$ cat src/rtl/if_fetch_stage.sv
// Instruction fetch stage: owns the PC, assembles 1/2-byte instructions into the IF/ID register.
// Optional interrupt vector fetch is compiled in when IF_FETCH_INT_EN is defined.
module if_fetch_stage #(
  parameter logic [7:0] RESET_PC     = 8'h00,
  parameter logic [3:0] TWO_BYTE_OP  = 4'hC,
  parameter logic [7:0] INT_VEC_ADDR = 8'h01
) (
  input  logic       i_clk,
  input  logic       i_rst,
  output logic [7:0] o_imem_addr,
  input  logic [7:0] i_imem_data,
  input  logic       i_stall,
  input  logic       i_redirect_en,
  input  logic [7:0] i_redirect_pc,
  input  logic       i_int_sig,
  output logic       o_if_valid,
  output logic [7:0] o_if_instr,
  output logic [7:0] o_if_imm,
  output logic [7:0] o_if_pc,
  output logic [7:0] o_if_pc_next,
  output logic       o_if_int
);

  // state     | meaning
  // FETCH_OP  | address pc, read opcode byte
  // FETCH_IMM | address pc, read second byte of the latched 2-byte opcode
  // FETCH_VEC | address INT_VEC_ADDR, load pc from the interrupt vector
  typedef enum logic [1:0] {
    FETCH_OP  = 2'd0,
    FETCH_IMM = 2'd1,
    FETCH_VEC = 2'd2
  } state_t;

  state_t     r_state, w_state_nxt;
  logic [7:0] r_pc, w_pc_nxt;
  logic [7:0] r_op, w_op_nxt;
  logic [7:0] r_op_pc, w_op_pc_nxt;
  logic       r_valid, w_valid_nxt;
  logic [7:0] r_instr, w_instr_nxt;
  logic [7:0] r_imm, w_imm_nxt;
  logic [7:0] r_if_pc, w_if_pc_nxt;
  logic [7:0] r_if_pc_next, w_if_pc_next_nxt;
  logic       r_if_int, w_if_int_nxt;
  logic [7:0] w_pc_inc;
  logic       w_take_int;

  assign w_pc_inc = r_pc + 8'd1;

`ifdef IF_FETCH_INT_EN
  logic r_int_d;
  logic r_pend;
  logic w_vec_done;

  assign w_vec_done = (r_state == FETCH_VEC) && !i_redirect_en && !i_stall;
  // Only consulted in FETCH_OP, so a 2-byte instruction is never split.
  assign w_take_int = r_pend;

  always_ff @(posedge i_clk) begin
    if (i_rst) begin
      r_int_d <= 1'b0;
      r_pend  <= 1'b0;
    end else begin
      r_int_d <= i_int_sig;
      if (i_int_sig && !r_int_d) begin
        r_pend <= 1'b1;
      end else if (w_vec_done) begin
        r_pend <= 1'b0;
      end
    end
  end
`else
  logic w_unused_int;
  assign w_unused_int = i_int_sig;
  assign w_take_int   = 1'b0;
`endif

  assign o_imem_addr = (r_state == FETCH_VEC) ? INT_VEC_ADDR : r_pc;

  always_comb begin
    w_state_nxt      = r_state;
    w_pc_nxt         = r_pc;
    w_op_nxt         = r_op;
    w_op_pc_nxt      = r_op_pc;
    w_valid_nxt      = r_valid;
    w_instr_nxt      = r_instr;
    w_imm_nxt        = r_imm;
    w_if_pc_nxt      = r_if_pc;
    w_if_pc_next_nxt = r_if_pc_next;
    w_if_int_nxt     = r_if_int;
    if (i_redirect_en) begin
      w_pc_nxt    = i_redirect_pc;
      w_state_nxt = FETCH_OP;
      w_valid_nxt = 1'b0;
    end else if (!i_stall) begin
      case (r_state)
        FETCH_OP: begin
          if (w_take_int) begin
            w_state_nxt = FETCH_VEC;
            w_valid_nxt = 1'b0;
          end else if (i_imem_data[7:4] == TWO_BYTE_OP) begin
            w_op_nxt    = i_imem_data;
            w_op_pc_nxt = r_pc;
            w_pc_nxt    = w_pc_inc;
            w_state_nxt = FETCH_IMM;
            w_valid_nxt = 1'b0;
          end else begin
            w_valid_nxt      = 1'b1;
            w_instr_nxt      = i_imem_data;
            w_imm_nxt        = 8'h00;
            w_if_pc_nxt      = r_pc;
            w_if_pc_next_nxt = w_pc_inc;
            w_if_int_nxt     = 1'b0;
            w_pc_nxt         = w_pc_inc;
          end
        end
        FETCH_IMM: begin
          w_valid_nxt      = 1'b1;
          w_instr_nxt      = r_op;
          w_imm_nxt        = i_imem_data;
          w_if_pc_nxt      = r_op_pc;
          w_if_pc_next_nxt = w_pc_inc;
          w_if_int_nxt     = 1'b0;
          w_pc_nxt         = w_pc_inc;
          w_state_nxt      = FETCH_OP;
        end
        FETCH_VEC: begin
          // The interrupted pc is both the entry address and the return address.
          w_valid_nxt      = 1'b1;
          w_instr_nxt      = 8'h00;
          w_imm_nxt        = 8'h00;
          w_if_pc_nxt      = r_pc;
          w_if_pc_next_nxt = r_pc;
          w_if_int_nxt     = 1'b1;
          w_pc_nxt         = i_imem_data;
          w_state_nxt      = FETCH_OP;
        end
        default: begin
          w_state_nxt = FETCH_OP;
        end
      endcase
    end
  end

  always_ff @(posedge i_clk) begin
    if (i_rst) begin
      r_state      <= FETCH_OP;
      r_pc         <= RESET_PC;
      r_op         <= 8'h00;
      r_op_pc      <= 8'h00;
      r_valid      <= 1'b0;
      r_instr      <= 8'h00;
      r_imm        <= 8'h00;
      r_if_pc      <= 8'h00;
      r_if_pc_next <= 8'h00;
      r_if_int     <= 1'b0;
    end else begin
      r_state      <= w_state_nxt;
      r_pc         <= w_pc_nxt;
      r_op         <= w_op_nxt;
      r_op_pc      <= w_op_pc_nxt;
      r_valid      <= w_valid_nxt;
      r_instr      <= w_instr_nxt;
      r_imm        <= w_imm_nxt;
      r_if_pc      <= w_if_pc_nxt;
      r_if_pc_next <= w_if_pc_next_nxt;
      r_if_int     <= w_if_int_nxt;
    end
  end

  assign o_if_valid   = r_valid;
  assign o_if_instr   = r_instr;
  assign o_if_imm     = r_imm;
  assign o_if_pc      = r_if_pc;
  assign o_if_pc_next = r_if_pc_next;
  assign o_if_int     = r_if_int;

endmodule

$ cat config.mk
export PLATFORM = sky130hd
export DESIGN_NAME = if_fetch_stage
export DESIGN_NICKNAME = d
export VERILOG_FILES = /design/src/rtl/if_fetch_stage.sv
export SDC_FILE = /design/constraint.sdc
export NUM_CORES = 1
export LEC_CHECK = 0
export BUFFER_PORTS_ARGS = -buffer_cell sky130_fd_sc_hd__buf_2
export CORE_AREA = 4 4 102 104
export CTS_CLUSTER_SIZE = 10
export DETAILED_ROUTE_END_ITERATION = 7
export DIE_AREA = 0 0 106 108
export HOLD_SLACK_MARGIN = 0.03
export PLACE_DENSITY = 0.45
export SETUP_SLACK_MARGIN = 0.4
export SLEW_MARGIN = 20
export SYNTH_ARGS = -nofsm -noshare
export SYNTH_HDL_FRONTEND = slang
export SYNTH_SLANG_ARGS = --single-unit
$ cat constraint.sdc
create_clock -name i_clk -period 1.9 [get_ports i_clk]
set_input_delay 0 -clock i_clk [delete_from_list [all_inputs] [get_ports i_clk]]
set_output_delay 0 -clock i_clk [all_outputs]
set_load 0.05 [all_outputs]
==> metrics.yaml <==
outcome:
  status: "complete, no violations"
finish:
  regArea_mm2: 0.001170
  diodes: 0
  layout_commonest_cell: "buf_2"
  layout.cells.non_filler: 474
  drive_above_1_share: 0.3372
  final_nets: 359
  n_fill_cell: 1026
  multi_input_area_mm2: 0.001240
  final_cell_mix: "buf_2 (59), nor2_1 (51), dfxtp_1 (51)"
  area_growth_pct: 35.18
sta:
  tns_ns: 0
  post-route-period-util: 0.7826
  worst_pin_slew_ns: 0.5645
  grt_setup_unrepaired: "true"
  hold_violations: 0
  slew_viol_final: 0
  fin_hold_ws_ns: 0.08155
  setup_violations: 0
  clock.fmax_mhz: 672.5
  fin_skew_ns: 0.01195
  period_needed_ns: 1.487
  maxSlewHeadroom: 0.6237
placement:
  io_buffers: 60
  dp.cells: 437
  gp_congestion: 0.6941
  dp_hpwl_um: 4235
yosys:
  synth_fp_nets: 283
  synth_cell_types: 35
  avgSynthCellArea_um2: 9.703
  ys_seq_elements: 58
  synthCells: 261
  seq_area_frac_synth: 0.4585
  yosys-top-cells-area: "dfxtp_1 (46%), mux2i_1 (12%), nor2_1 (7.6%), a211oi_2 (5.9%), a211oi_1 (3.0%)"
  netlist_area_mm2: 0.002532
  synth_area_leader_cell: "dfxtp_1"
  yosys_warnings: 0
  synthDominantCellAreaShare: 0.4585
critical_path:
  path_class: "flop to flop"
  cp.required_ns: 2.10
  reg2reg_to: "r_op[0]$_SDFFE_PP0P_"
  r2r-start: "r_state[0]$_SDFFE_PP0P_"
  worstSetupEndpointType: "flop"
  cp-endpoint: "r_op[0]$_SDFFE_PP0P_"
  regToRegSetupSlack_ns: 0.41
  critPathLaunchType: "flop"
  crit_start: "r_state[0]$_SDFFE_PP0P_"
  path_max_fanout: 5
  worstPathArrival_ns: 1.69
  reg2regPathDepth: 6
cts:
  cts_sinks: 58
  cts_tree: "yes"
  clockBufferDepth: 2
  clk_latency_ns: 0.34
  cts-root-buf: "clkbuf_8"
  cts_buffers: 9
  htreeDepth: 3
  clk_pin_slew_ns: 0.07
route:
  drtIter0Drc: 75
  vias: 2087
  first_pass_iters: 4
  routed_wl_um: 6739
  wl_per_cell_um: 14.22
  drc_errors: 0
  vias_per_cell: 4.403
  detail-route-antenna-nets: 0
global_routing:
  grt_util_all_layers: 0.1211
  grt.overflow.total: 0
  grt_max_degree: 33
  grt_pass1_wl_um: 10830
  grt_pass1_vias: 2158
  antenna_found_initial: 0
die:
  pin_count: 63
  rows: 36
  start_util: 0.2652
  die_h_um: 108
  die_w_um: 106
  coreArea_mm2: 0.009549
  dieArea_mm2: 0.01145
power:
  power_density_mw_per_mm2: 851.9
  total_power_w: 0.002916
  total_leakage_power_nw: 1.458
  vdd_ir_drop_max_mv: 0.3647
min_path:
  hp-class: "primary input to flop"
run:
  drv_cap: 0
==> worst min-delay path by stage <==
stage / from / to / slack (ns) / depth (start not counted)
final: i_imem_data[5] / o_if_instr[5]$_SDFFE_PP0P_ / 0.08 / 3
after global routing: i_imem_data[5] / o_if_instr[5]$_SDFFE_PP0P_ / 0.09 / 3
after CTS: i_imem_data[5] / o_if_instr[5]$_SDFFE_PP0P_ / 0.07 / 3
after detailed placement: i_redirect_pc[2] / r_pc[2]$_SDFFE_PP0P_ / 0.25 / 3
after global placement: i_redirect_pc[2] / r_pc[2]$_SDFFE_PP0P_ / 0.25 / 3
after floorplan: i_redirect_pc[3] / r_pc[3]$_SDFFE_PP0P_ / 0.14 / 2
==> through the flow <==
step / utilization / setup WS [ns] / instance area, um2
6_report: 0.3585 / 0.4131 / 3423
5_1_grt: 0.3585 / 0.3411 / 3423
4_1_cts: 0.3535 / 0.4094 / 3376
3_5_place_dp: 0.3090 / 0.1476 / 2950
3_3_place_gp: 0.3090 / 0.2148 / 2950
2_1_floorplan: - / 0.3221 / 2540
==> repair_timing <==
action / in CTS / in global routing
endpoints found under the setup margin: 42 / 22
resized for setup: 2 / 7
buffers inserted: 5 / 0
gates cloned: 1 / 1
hold buffers: 15 / 0
hold endpoints to repair: 20 / 0
pin swaps: 2 / 1
==> area by class of cell <==
cell class | count | share of cell area
multi-input cells | 173 | 0.3622
flip-flops and latches | 58 | 0.3417
repair buffers | 88 | 0.1835
well taps | 133 | 0.04861
clock buffers | 10 | 0.04020
clock inverters | 5 | 0.01608
inverters | 7 | 0.007675
==> registers in the layout, indices dropped and copies added (netlist names) <==
signal	cells
r_state	1
r_pc	8
o_if_imm	8
o_if_pc_next	8
r_op	8
o_if_valid	1
o_if_instr	8
o_if_pc	8
r_op_pc	8
==> per-layer routing <==
| metal | global-route usage | share of wire |
|---|---|---|
| met5 | 0 | 0 |
| met4 | 0.03330 | 0.011 |
| met3 | 0.04299 | 0.053 |
| met2 | 0.2017 | 0.46 |
| met1 | 0.1488 | 0.47 |
==> logic make-up (layout without fill, tap and decap cells) <==
group	Yosys count	in the layout	share of synthesized area
other	1	1	0.001481
DFF	58	58	0.4585
and+or+nand+nor	77	77	0.1433
AOI/OAI and AO/OA	52	53	0.1690
buffers and inverters	31	110	0.06621
muxes	30	30	0.1186
adders and majority gates	1	1	0.004940
xor gates and xnor gates	11	11	0.03804
==> worst max-delay path, cell delays in order (launching register included) <==
cell and delay, ns:
dfxtp_2 0.33, nor4b_4 0.32, buf_4 0.20, nand3_4 0.11, buf_12 0.18, mux2i_2 0.16
nor2_1 0.05
==> cell usage after synthesis, drive strengths merged <==
library cell	instances
dfxtp	58
nor2	52
mux2i	30
a211oi	22
clkbuf	13
a21oi	11
buf	11
a22oi	8
nand2	8
inv	7
xor2	6
nor3	5
o21a	5
xnor2	5
nand3	4
and3b	2
nand2b	2
a2111oi	1
a211o	1
a21boi	1
a21o	1
and2	1
conb	1
ha	1
nand4	1
nor4b	1
o21ai	1
o31a	1
or3	1
==> report_power, final <==
part	switching, W	internal (W)	total (W)
Combinational	0.000326	0.000161	0.000488
Sequential	0.0000445	0.00127	0.00131
Clock	0.000489	0.000628	0.00112
Total	0.000860	0.00206	0.00292
Power figures use the tool's default switching activity.
